## src/rtl/decode_stage_if.sv

```systemverilog
// decode_stage_if
//   Handshake and ID/EX bus for the decode stage.
//   Fetch side   : in_valid, in_instr -> stage ; in_ready <- stage
//   Execute side : ex_ready, br_taken -> stage ; ex_* control/operand word <- stage
//   modport slave  : the decode stage itself
//   modport master : whoever drives fetch/execute (neighbouring stages or a bench)
interface decode_stage_if #(
    parameter int INSTR_W    = 16,
    parameter int REG_ADDR_W = 4
);
    logic                  in_valid;
    logic [INSTR_W-1:0]    in_instr;
    logic                  in_ready;
    logic                  ex_ready;
    logic                  br_taken;
    logic                  ex_valid;
    logic [1:0]            ex_alufunc;
    logic                  ex_branch;
    logic                  ex_flush;
    logic                  ex_regwrite;
    logic                  ex_memwrite;
    logic                  ex_memtoreg;
    logic                  ex_immediate;
    logic                  ex_forward;
    logic [REG_ADDR_W-1:0] ex_rd;
    logic [REG_ADDR_W-1:0] ex_rs1;
    logic [REG_ADDR_W-1:0] ex_rs2;
    logic [INSTR_W-1:0]    ex_imm;
    logic                  ex_illegal;

    modport slave (
        input  in_valid, in_instr, ex_ready, br_taken,
        output in_ready, ex_valid, ex_alufunc, ex_branch, ex_flush, ex_regwrite,
               ex_memwrite, ex_memtoreg, ex_immediate, ex_forward,
               ex_rd, ex_rs1, ex_rs2, ex_imm, ex_illegal
    );

    modport master (
        output in_valid, in_instr, ex_ready, br_taken,
        input  in_ready, ex_valid, ex_alufunc, ex_branch, ex_flush, ex_regwrite,
               ex_memwrite, ex_memtoreg, ex_immediate, ex_forward,
               ex_rd, ex_rs1, ex_rs2, ex_imm, ex_illegal
    );
endinterface

```

## src/rtl/decode_stage.sv

```systemverilog
// decode_stage
//   Instruction-decode pipeline stage: decodes the opcode into the execute
//   control word and registers it with the operand fields in ID/EX.
//   Adds load-use interlock, downstream back-pressure, a post-branch squash
//   counter and illegal-opcode flagging.
//   Ports:
//     clk   : clock, all state on rising edge
//     reset : synchronous, active-high
//     bus   : decode_stage_if.slave (fetch handshake in, ID/EX word out)
module decode_stage #(
    parameter int INSTR_W    = 16,
    parameter int OPCODE_W   = 4,
    parameter int REG_ADDR_W = 4,
    parameter int SQUASH_CYC = 2
) (
    input  logic          clk,
    input  logic          reset,
    decode_stage_if.slave bus
);
    localparam int IMM_W = INSTR_W - OPCODE_W - REG_ADDR_W;

    typedef struct packed {
        logic [1:0] alufunc;
        logic       branch;
        logic       flush;
        logic       regwrite;
        logic       memwrite;
        logic       memtoreg;
        logic       immediate;
        logic       forward;
    } ctrl_t;

    typedef enum logic {RUN, SQUASH} state_t;

    // instruction fields
    logic [OPCODE_W-1:0]   op;
    logic [REG_ADDR_W-1:0] f_rd, f_rs1, f_rs2;
    logic [INSTR_W-1:0]    f_imm;

    assign op    = bus.in_instr[INSTR_W-1 -: OPCODE_W];
    assign f_rd  = bus.in_instr[INSTR_W-OPCODE_W-1 -: REG_ADDR_W];
    assign f_rs1 = bus.in_instr[INSTR_W-OPCODE_W-REG_ADDR_W-1 -: REG_ADDR_W];
    assign f_rs2 = bus.in_instr[REG_ADDR_W-1:0];
    assign f_imm = INSTR_W'(bus.in_instr[IMM_W-1:0]);

    // opcode decode
    ctrl_t dec_ctrl;
    logic  dec_illegal;
    logic  use_rd, use_rs1, use_rs2;

    always_comb begin
        dec_ctrl    = '0;
        dec_illegal = 1'b0;
        use_rd      = 1'b0;
        use_rs1     = 1'b0;
        use_rs2     = 1'b0;
        case (int'(op))
            0:  dec_ctrl = ctrl_t'(9'b00_0010111);                              // LDA
            1:  begin dec_ctrl = ctrl_t'(9'b00_0001010); use_rd = 1'b1; end     // STA
            2:  begin dec_ctrl = ctrl_t'(9'b00_0010001); use_rs1 = 1'b1; use_rs2 = 1'b1; end
            3:  begin dec_ctrl = ctrl_t'(9'b01_0010001); use_rs1 = 1'b1; use_rs2 = 1'b1; end
            4:  begin dec_ctrl = ctrl_t'(9'b10_0010001); use_rs1 = 1'b1; use_rs2 = 1'b1; end
            5:  begin dec_ctrl = ctrl_t'(9'b11_0010001); use_rs1 = 1'b1; use_rs2 = 1'b1; end
            6:  begin dec_ctrl = ctrl_t'(9'b00_0010011); use_rs1 = 1'b1; end
            7:  begin dec_ctrl = ctrl_t'(9'b01_0010011); use_rs1 = 1'b1; end
            8:  begin dec_ctrl = ctrl_t'(9'b10_0010011); use_rs1 = 1'b1; end
            9:  begin dec_ctrl = ctrl_t'(9'b01_1100010); use_rs1 = 1'b1; end     // BAFI
            10: begin dec_ctrl = ctrl_t'(9'b01_1100000); use_rs1 = 1'b1; use_rs2 = 1'b1; end
            default: dec_illegal = 1'b1;
        endcase
    end

    // ID/EX register and control state
    state_t                state;
    logic [3:0]            cnt;
    logic                  r_valid;
    ctrl_t                 r_ctrl;
    logic                  r_illegal;
    logic [REG_ADDR_W-1:0] r_rd, r_rs1, r_rs2;
    logic [INSTR_W-1:0]    r_imm;

    // load-use: a load in ID/EX whose destination feeds a source of the incoming op
    logic hz;
    assign hz = r_valid & r_ctrl.memtoreg & bus.in_valid &
                ((use_rd  & (f_rd  == r_rd)) |
                 (use_rs1 & (f_rs1 == r_rd)) |
                 (use_rs2 & (f_rs2 == r_rd)));

    logic rdy;
    always_comb begin
        if (bus.br_taken || !bus.ex_ready) rdy = 1'b0;
        else if (state == SQUASH)          rdy = 1'b1;  // squashed ops are still consumed
        else                               rdy = !hz;
    end
    assign bus.in_ready = rdy;

    always_ff @(posedge clk) begin
        if (reset) begin
            state     <= RUN;
            cnt       <= '0;
            r_valid   <= 1'b0;
            r_ctrl    <= '0;
            r_illegal <= 1'b0;
            r_rd      <= '0;
            r_rs1     <= '0;
            r_rs2     <= '0;
            r_imm     <= '0;
        end else if (bus.br_taken) begin
            // wins over back-pressure: the ID/EX op is on the wrong path
            r_valid <= 1'b0;
            if (SQUASH_CYC > 0) begin
                cnt   <= 4'(SQUASH_CYC);
                state <= SQUASH;
            end else begin
                state <= RUN;
            end
        end else if (!bus.ex_ready) begin
            // hold ID/EX
        end else if (state == SQUASH) begin
            r_valid <= 1'b0;
            if (bus.in_valid) begin
                cnt <= cnt - 4'd1;
                if (cnt == 4'd1) state <= RUN;
            end
        end else if (hz) begin
            r_valid <= 1'b0;  // bubble; fields kept, hz drops next cycle via r_valid
        end else if (bus.in_valid) begin
            r_valid   <= 1'b1;
            r_ctrl    <= dec_ctrl;
            r_illegal <= dec_illegal;
            r_rd      <= f_rd;
            r_rs1     <= f_rs1;
            r_rs2     <= f_rs2;
            r_imm     <= f_imm;
        end else begin
            r_valid <= 1'b0;
        end
    end

    assign bus.ex_valid     = r_valid;
    assign bus.ex_alufunc   = r_ctrl.alufunc;
    assign bus.ex_branch    = r_ctrl.branch;
    assign bus.ex_flush     = r_ctrl.flush;
    assign bus.ex_regwrite  = r_ctrl.regwrite;
    assign bus.ex_memwrite  = r_ctrl.memwrite;
    assign bus.ex_memtoreg  = r_ctrl.memtoreg;
    assign bus.ex_immediate = r_ctrl.immediate;
    assign bus.ex_forward   = r_ctrl.forward;
    assign bus.ex_rd        = r_rd;
    assign bus.ex_rs1       = r_rs1;
    assign bus.ex_rs2       = r_rs2;
    assign bus.ex_imm       = r_imm;
    assign bus.ex_illegal   = r_illegal;
endmodule

```

## src/flat_wrapper.sv

```systemverilog
// flat-port wrapper written by rule: the top's interface ports become plain ports
module decode_stage_flat 
#(
    parameter int INSTR_W    = 16,
    parameter int OPCODE_W   = 4,
    parameter int REG_ADDR_W = 4,
    parameter int SQUASH_CYC = 2
)
  (clk, reset, bus_in_valid, bus_in_instr, bus_ex_ready, bus_br_taken, bus_in_ready, bus_ex_valid, bus_ex_alufunc, bus_ex_branch, bus_ex_flush, bus_ex_regwrite, bus_ex_memwrite, bus_ex_memtoreg, bus_ex_immediate, bus_ex_forward, bus_ex_rd, bus_ex_rs1, bus_ex_rs2, bus_ex_imm, bus_ex_illegal);
  decode_stage_if #(.INSTR_W(INSTR_W), .REG_ADDR_W(REG_ADDR_W)) bus_i ();
  input  logic clk;
  input  logic reset;
  input wire logic [$bits(bus_i.in_valid)-1:0] bus_in_valid;
  input wire logic [$bits(bus_i.in_instr)-1:0] bus_in_instr;
  input wire logic [$bits(bus_i.ex_ready)-1:0] bus_ex_ready;
  input wire logic [$bits(bus_i.br_taken)-1:0] bus_br_taken;
  output wire logic [$bits(bus_i.in_ready)-1:0] bus_in_ready;
  output wire logic [$bits(bus_i.ex_valid)-1:0] bus_ex_valid;
  output wire logic [$bits(bus_i.ex_alufunc)-1:0] bus_ex_alufunc;
  output wire logic [$bits(bus_i.ex_branch)-1:0] bus_ex_branch;
  output wire logic [$bits(bus_i.ex_flush)-1:0] bus_ex_flush;
  output wire logic [$bits(bus_i.ex_regwrite)-1:0] bus_ex_regwrite;
  output wire logic [$bits(bus_i.ex_memwrite)-1:0] bus_ex_memwrite;
  output wire logic [$bits(bus_i.ex_memtoreg)-1:0] bus_ex_memtoreg;
  output wire logic [$bits(bus_i.ex_immediate)-1:0] bus_ex_immediate;
  output wire logic [$bits(bus_i.ex_forward)-1:0] bus_ex_forward;
  output wire logic [$bits(bus_i.ex_rd)-1:0] bus_ex_rd;
  output wire logic [$bits(bus_i.ex_rs1)-1:0] bus_ex_rs1;
  output wire logic [$bits(bus_i.ex_rs2)-1:0] bus_ex_rs2;
  output wire logic [$bits(bus_i.ex_imm)-1:0] bus_ex_imm;
  output wire logic [$bits(bus_i.ex_illegal)-1:0] bus_ex_illegal;
  assign bus_i.in_valid = bus_in_valid;
  assign bus_i.in_instr = bus_in_instr;
  assign bus_i.ex_ready = bus_ex_ready;
  assign bus_i.br_taken = bus_br_taken;
  assign bus_in_ready = bus_i.in_ready;
  assign bus_ex_valid = bus_i.ex_valid;
  assign bus_ex_alufunc = bus_i.ex_alufunc;
  assign bus_ex_branch = bus_i.ex_branch;
  assign bus_ex_flush = bus_i.ex_flush;
  assign bus_ex_regwrite = bus_i.ex_regwrite;
  assign bus_ex_memwrite = bus_i.ex_memwrite;
  assign bus_ex_memtoreg = bus_i.ex_memtoreg;
  assign bus_ex_immediate = bus_i.ex_immediate;
  assign bus_ex_forward = bus_i.ex_forward;
  assign bus_ex_rd = bus_i.ex_rd;
  assign bus_ex_rs1 = bus_i.ex_rs1;
  assign bus_ex_rs2 = bus_i.ex_rs2;
  assign bus_ex_imm = bus_i.ex_imm;
  assign bus_ex_illegal = bus_i.ex_illegal;
  decode_stage #(.INSTR_W(INSTR_W), .OPCODE_W(OPCODE_W), .REG_ADDR_W(REG_ADDR_W), .SQUASH_CYC(SQUASH_CYC)) u_core (.clk(clk), .reset(reset), .bus(bus_i));
endmodule
```

## config.mk

```make
export PLATFORM = sky130hd
export DESIGN_NAME = decode_stage_flat
export DESIGN_NICKNAME = d
export VERILOG_FILES = /design/src/rtl/decode_stage_if.sv /design/src/rtl/decode_stage.sv /design/src/flat_wrapper.sv
export SDC_FILE = /design/constraint.sdc
export NUM_CORES = 1
export LEC_CHECK = 0
export ABC_AREA = 1
export CAP_MARGIN = 25
export CELL_PAD_IN_SITES_DETAIL_PLACEMENT = 1
export CELL_PAD_IN_SITES_GLOBAL_PLACEMENT = 1
export CORE_MARGIN = 1.5
export CORE_UTILIZATION = 33
export DETAILED_ROUTE_END_ITERATION = 10
export GPL_ROUTABILITY_DRIVEN = 0
export PLACE_DENSITY = 0.93
export SYNTH_ARGS = -nofsm -noshare
export SYNTH_HDL_FRONTEND = slang
export SYNTH_SLANG_ARGS = --single-unit
```

## constraint.sdc

```tcl
create_clock -name clk -period 2.8 [get_ports clk]
set_input_delay 0.56 -clock clk [delete_from_list [all_inputs] [get_ports clk]]
set_output_delay 0.56 -clock clk [all_outputs]
set_load 0.01 [all_outputs]
```

# Word level (Yosys, flattened, before mapping)
# Cells that the tools add are included.
# op_classes
addsub	1
multipliers	0
n_div	0
n_lt_le_gt_ge	0
n_eq_ne	14
shifts	0
mux	19
bitwise	11
reduce_logical	14
# ops
op	n
$pmux 9 s11	1
$eq 4x3->1 const B	4
$mux 1	14
$eq 4x4->1	3
$eq 4x4->1 const B	3
$reduce_or 11->1	1
$reduce_or 9->1	1
$eq 4x1->1 const B	2
$eq 4x2->1 const B	2
$mux 2	4
$and 1x1->1	6
$reduce_and 3->1	2
$reduce_bool 2->1	3
$reduce_and 5->1	1
$reduce_or 5->1	1
$logic_not 4->1	1
$sub 4x1->4 const B	1
$not 1->1	3
$logic_not 1->1	2
$or 1x1->1	2
$reduce_or 2->1	1
$logic_or 1x1->1	1
# totals
regBits	36
latch_bits	0
ram_bits	0
rom_bits	0
memories	0

# Depth between registers and ports, before layout
# logic_depth
depth_word	10
mapped_depth	12

# Worst setup path after synthesis
# OpenSTA, ideal clock, no wires.
# synth_timing
path_type	input port to output port
from	in bus_in_instr[14]
to	out bus_in_ready
arrival_time_ps	1375
required_time_ps	2240
slack_ps	865
stages	8
path_cell_list	inv_2 -> nand2_2 -> nor3_1 -> nand3_1 -> nand3_2 -> nand2_4 -> o21ai_0 -> inv_1
# synth_via
elab_chain_len	10
elab_cells_between_ends	24
classes_between	10 x eq/ne; 5 x mux; 6 x bitwise; 3 x reduce/logical
# synth_rtl
item	line	text
from (decl)	flat_wrapper.sv:14	input wire logic [$bits(bus_i.in_instr)-1:0] bus_in_instr;
$eq 4x3->1, or another cell as far along	decode_stage.sv:57	case (int'(op))
$reduce_or 9->1 (no source line)	-	
$mux 1	decode_stage.sv:57	
$and 1x1->1	decode_stage.sv:86	(use_rs1 & (f_rs1 == r_rd)) |
$or 1x1->1	decode_stage.sv:85	((use_rd & (f_rd == r_rd)) |
$or 1x1->1 *	decode_stage.sv:86	
$and 1x1->1 *	decode_stage.sv:84	assign hz = r_valid & r_ctrl.memtoreg & bus.in_valid &
$logic_not 1->1 *	decode_stage.sv:93	else rdy = !hz;
$mux 1 *	decode_stage.sv:92	else if (state == SQUASH) rdy = 1'b1;
$mux 1 *	decode_stage.sv:91	if (bus.br_taken || !bus.ex_ready) rdy = 1'b0;
to (decl)	flat_wrapper.sv:17	output wire logic [$bits(bus_i.in_ready)-1:0] bus_in_ready;
# Mark *: on every way between the ends. The rest lies on a longest branch, timed or not.

# Final worst setup path
# Ends and elaborated chain as after synthesis.

==> flow_summary.yaml <==
run_status:
  outcome: "finished, final reports clean"
layout:
  multi_input_area_um2: 938
  nFillCells: 687
  antenna_cells: 0
  post-route-util_pct: 46.8
  fin_area_um2: 2420
  syn2layout_area_growth_pct: 34.5
  finalNetCount: 354
  regArea_um2: 520
  drive_gt1_share_pct: 18.5
critical_path:
  rr_worst_depth: 10
  path_common_cell: "nand2_4"
  slowest_stage: "clkdlybuf4s50_1"
  reg2reg_to: "u_core.bus.ex_rs2[1]"
  cpPeakStageDelay_ns: 0.44
  critPathRequiredTime_ns: 2.24
  critical_path_class: "in2out"
  crit_arrival_ns: 2.13
  critical_path.max_fanout: 4
  crit_chain: "clkdlybuf4s50_1, inv_2, nand2_4, nor3_4, nand3_1, nand3_2, nand2_4, o21ai_1, inv_1, dlygate4sd2_1"
  end_kind: "output pin"
  r2r_slack_ns: 0.89
  start_kind: "input pin"
  reg2reg_from: "u_core.bus.ex_rd[1]"
timing:
  min_period_over_period_pct: 96.1
  fin_skew_ns: 0.00641
  min_period_ns: 2.69
  slew_violations: 0
  fmax_mhz: 371
  setup_viol: 0
  worst_slack_ns: 0.108
  final_hold_viol_count: 0
route:
  drc_errors: 0
  dr.pass1.iters: 4
  viasPerCell: 4.48
  ant_nets: 0
  wl_per_cell_um: 11.9
  vias: 1790
  wl_um: 4760
  drt_iter0_drc: 62
yosys:
  ys_types: 25
  synth_top_area_share_pct: 28.9
  synth_area_per_cell_um2: 6.48
  yosysWarnings: 0
  yosys_most_used_dff: "dfxtp_1"
  yosysSeqAreaShare_pct: 28.9
  yosys.area.top_type: "dfxtp_1"
  synth.cell_area_um2: 1800
  yosys-top-cells-count: "68 x nand2_1, 45 x inv_1, 39 x nor2_1, 26 x dfxtp_1, 19 x buf_4"
  synth.most_common_cell: "nand2_1"
  async_flop_share_pct: 0
  synth_seq_cells: 26
  synthCells: 278
  synth_enable_flop_cells: 0
  synth_area_leaders: "dfxtp_1 29%, nand2_1 14%, inv_1 9.4%"
floorplanning:
  core_um2: 5170
  initial_core_util_pct: 34.8
  die_area_um2: 5910
  ios: 61
  die_w_um: 76.9
  core.rowCount: 26
  dieHeight_um: 76.9
global_route:
  grt_max_degree: 23
  grt_antenna_before_repair: 0
  gr-usage-all-layers_pct: 16.8
  grt_pass1_vias: 1857
  grt_first_pass_wirelength_um: 8020
  grt-ovfl-total: 0
clock_network:
  clock_latency_ns: 0.28
  path_clk_slew_ns: 0.09
  cts_made_buffers: 3
  post-cts-setup-buffers: 0
  cts.sinks: 26
  cts_tree: "built"
  root_buffer: "clkbuf_8"
  cts_htree_levels: 1
  ctsHoldBuffers: 0
  cts_buffer_depth: 2
placed_design:
  post-place-ws_ns: -0.210
  dp_hpwl_um: 3790
  place_area_um2: 2350
  port_buffers: 52
run:
  drv_cap: 0
power:
  p_sw_w: 0.000267
  pwr-share-clk_pct: 28.7
  p_comb_share_pct: 26.4
  power_frac_seq_pct: 44.9
  power.density_nw_per_um2: 368
  switching_share_pct: 30.0
  p_int_w: 0.000624
  leakagePower_nw: 1.21
  peakVddDrop_v: 0.000195
hold_path:
  min_to: "u_core.cnt[0]"
  hp-start: "u_core.cnt[0]"
  whs_path_depth: 1
  worstHoldPathType: "reg2reg"
[cells in the final DEF, fill, tap and decap left out, drive strengths merged]
cell and n:
nand2 88, inv 53, clkdlybuf4s50 50, nor2 50
dfxtp 26, buf 12, o21ai 9, nand3 9
conb 8, nand4 7, a21oi 4, clkbuf 4
ha 2, dlygate4sd2 2, nor3 2, xor2 1
or2 1, nor4 1, o221ai 1
[state kept, by name, indices dropped and copies added (netlist names), 2 cells and up]
name                   cells
u_core.bus.ex_alufunc      2
u_core.cnt                 4
u_core.bus.ex_rd           4
u_core.bus.ex_rs1          4
u_core.bus.ex_rs2          3
[critical path: cells and delay by family]
kind / cells / cell delay (ns)
AND/OR/NAND/NOR: 5 / 0.57
AO/OA/AOI/OAI: 1 / 0.12
buffers and inverters: 4 / 0.87
[layer usage]
| metal | routed length [um] | GRT usage (%) |
|---|---|---|
| met5 | 0 | 0 |
| met4 | 69 | 6.11 |
| met2 | 2480 | 32.1 |
| met3 | 218 | 3.45 |
| met1 | 1990 | 17.9 |
[final cells by class]
class                      count  area share [%]
tap                           70            3.62
clock buffer                   4            2.27
timing repair buffer          64            25.6
inverter                      53            8.22
sequential                    26            21.5
multi-input combinational    183            38.8
[how the worst max path moves through the flow]
stage | to | from | slack (ns)
floorplan | bus_in_ready | bus_in_instr[14] | 0.86
global placement | bus_in_ready | bus_in_instr[12] | -0.11
detailed placement | bus_in_ready | bus_in_instr[12] | -0.21
CTS | bus_in_ready | bus_in_instr[14] | 0.06
global route | bus_in_ready | bus_in_instr[14] | -0.009
finish | bus_in_ready | bus_in_instr[14] | 0.11
[cell families (layout without fill, tap and decap cells)]
kind of cell	after synthesis	count (layout)	share of synthesized area, %
xor+xnor	1	1	0.487
compound gates	14	14	4.10
flops	26	26	28.9
fa+ha+maj	2	2	1.39
simple gates	158	158	43.3
buf+inv	76	121	21.6
other cells	1	8	0.208
[power groups by stage]
stage / combinational [W] / clock [W] / sequential (W)
4_1_cts: 0.000237 / 0.000261 / 0.000400
3_3_place_gp: 0.000224 / 0 / 0.000407
6_report: 0.000236 / 0.000256 / 0.000400
5_1_grt: 0.000260 / 0.000275 / 0.000403
3_5_place_dp: 0.000234 / 0 / 0.000409
2_1_floorplan: 0.000133 / 0 / 0.000413
[per-stage QoR]
stage	instances	power, W	hold slack [ns]	TNS [ns]
2_1_floorplan	285	0.000546	0.447	0
3_3_place_gp	396	0.000631	0.468	-0.111
3_5_place_dp	396	0.000643	0.484	-0.210
4_1_cts	400	0.000898	0.503	0
5_1_grt	400	0.000938	0.545	-0.00911
6_report	400	0.000891	0.492	0
[timing repair]
item,CTS,global route
pin swaps,1,0
gates resized for setup,4,4
setup endpoints to repair,1,1
Note: power is estimated with default switching activity, not from simulation.
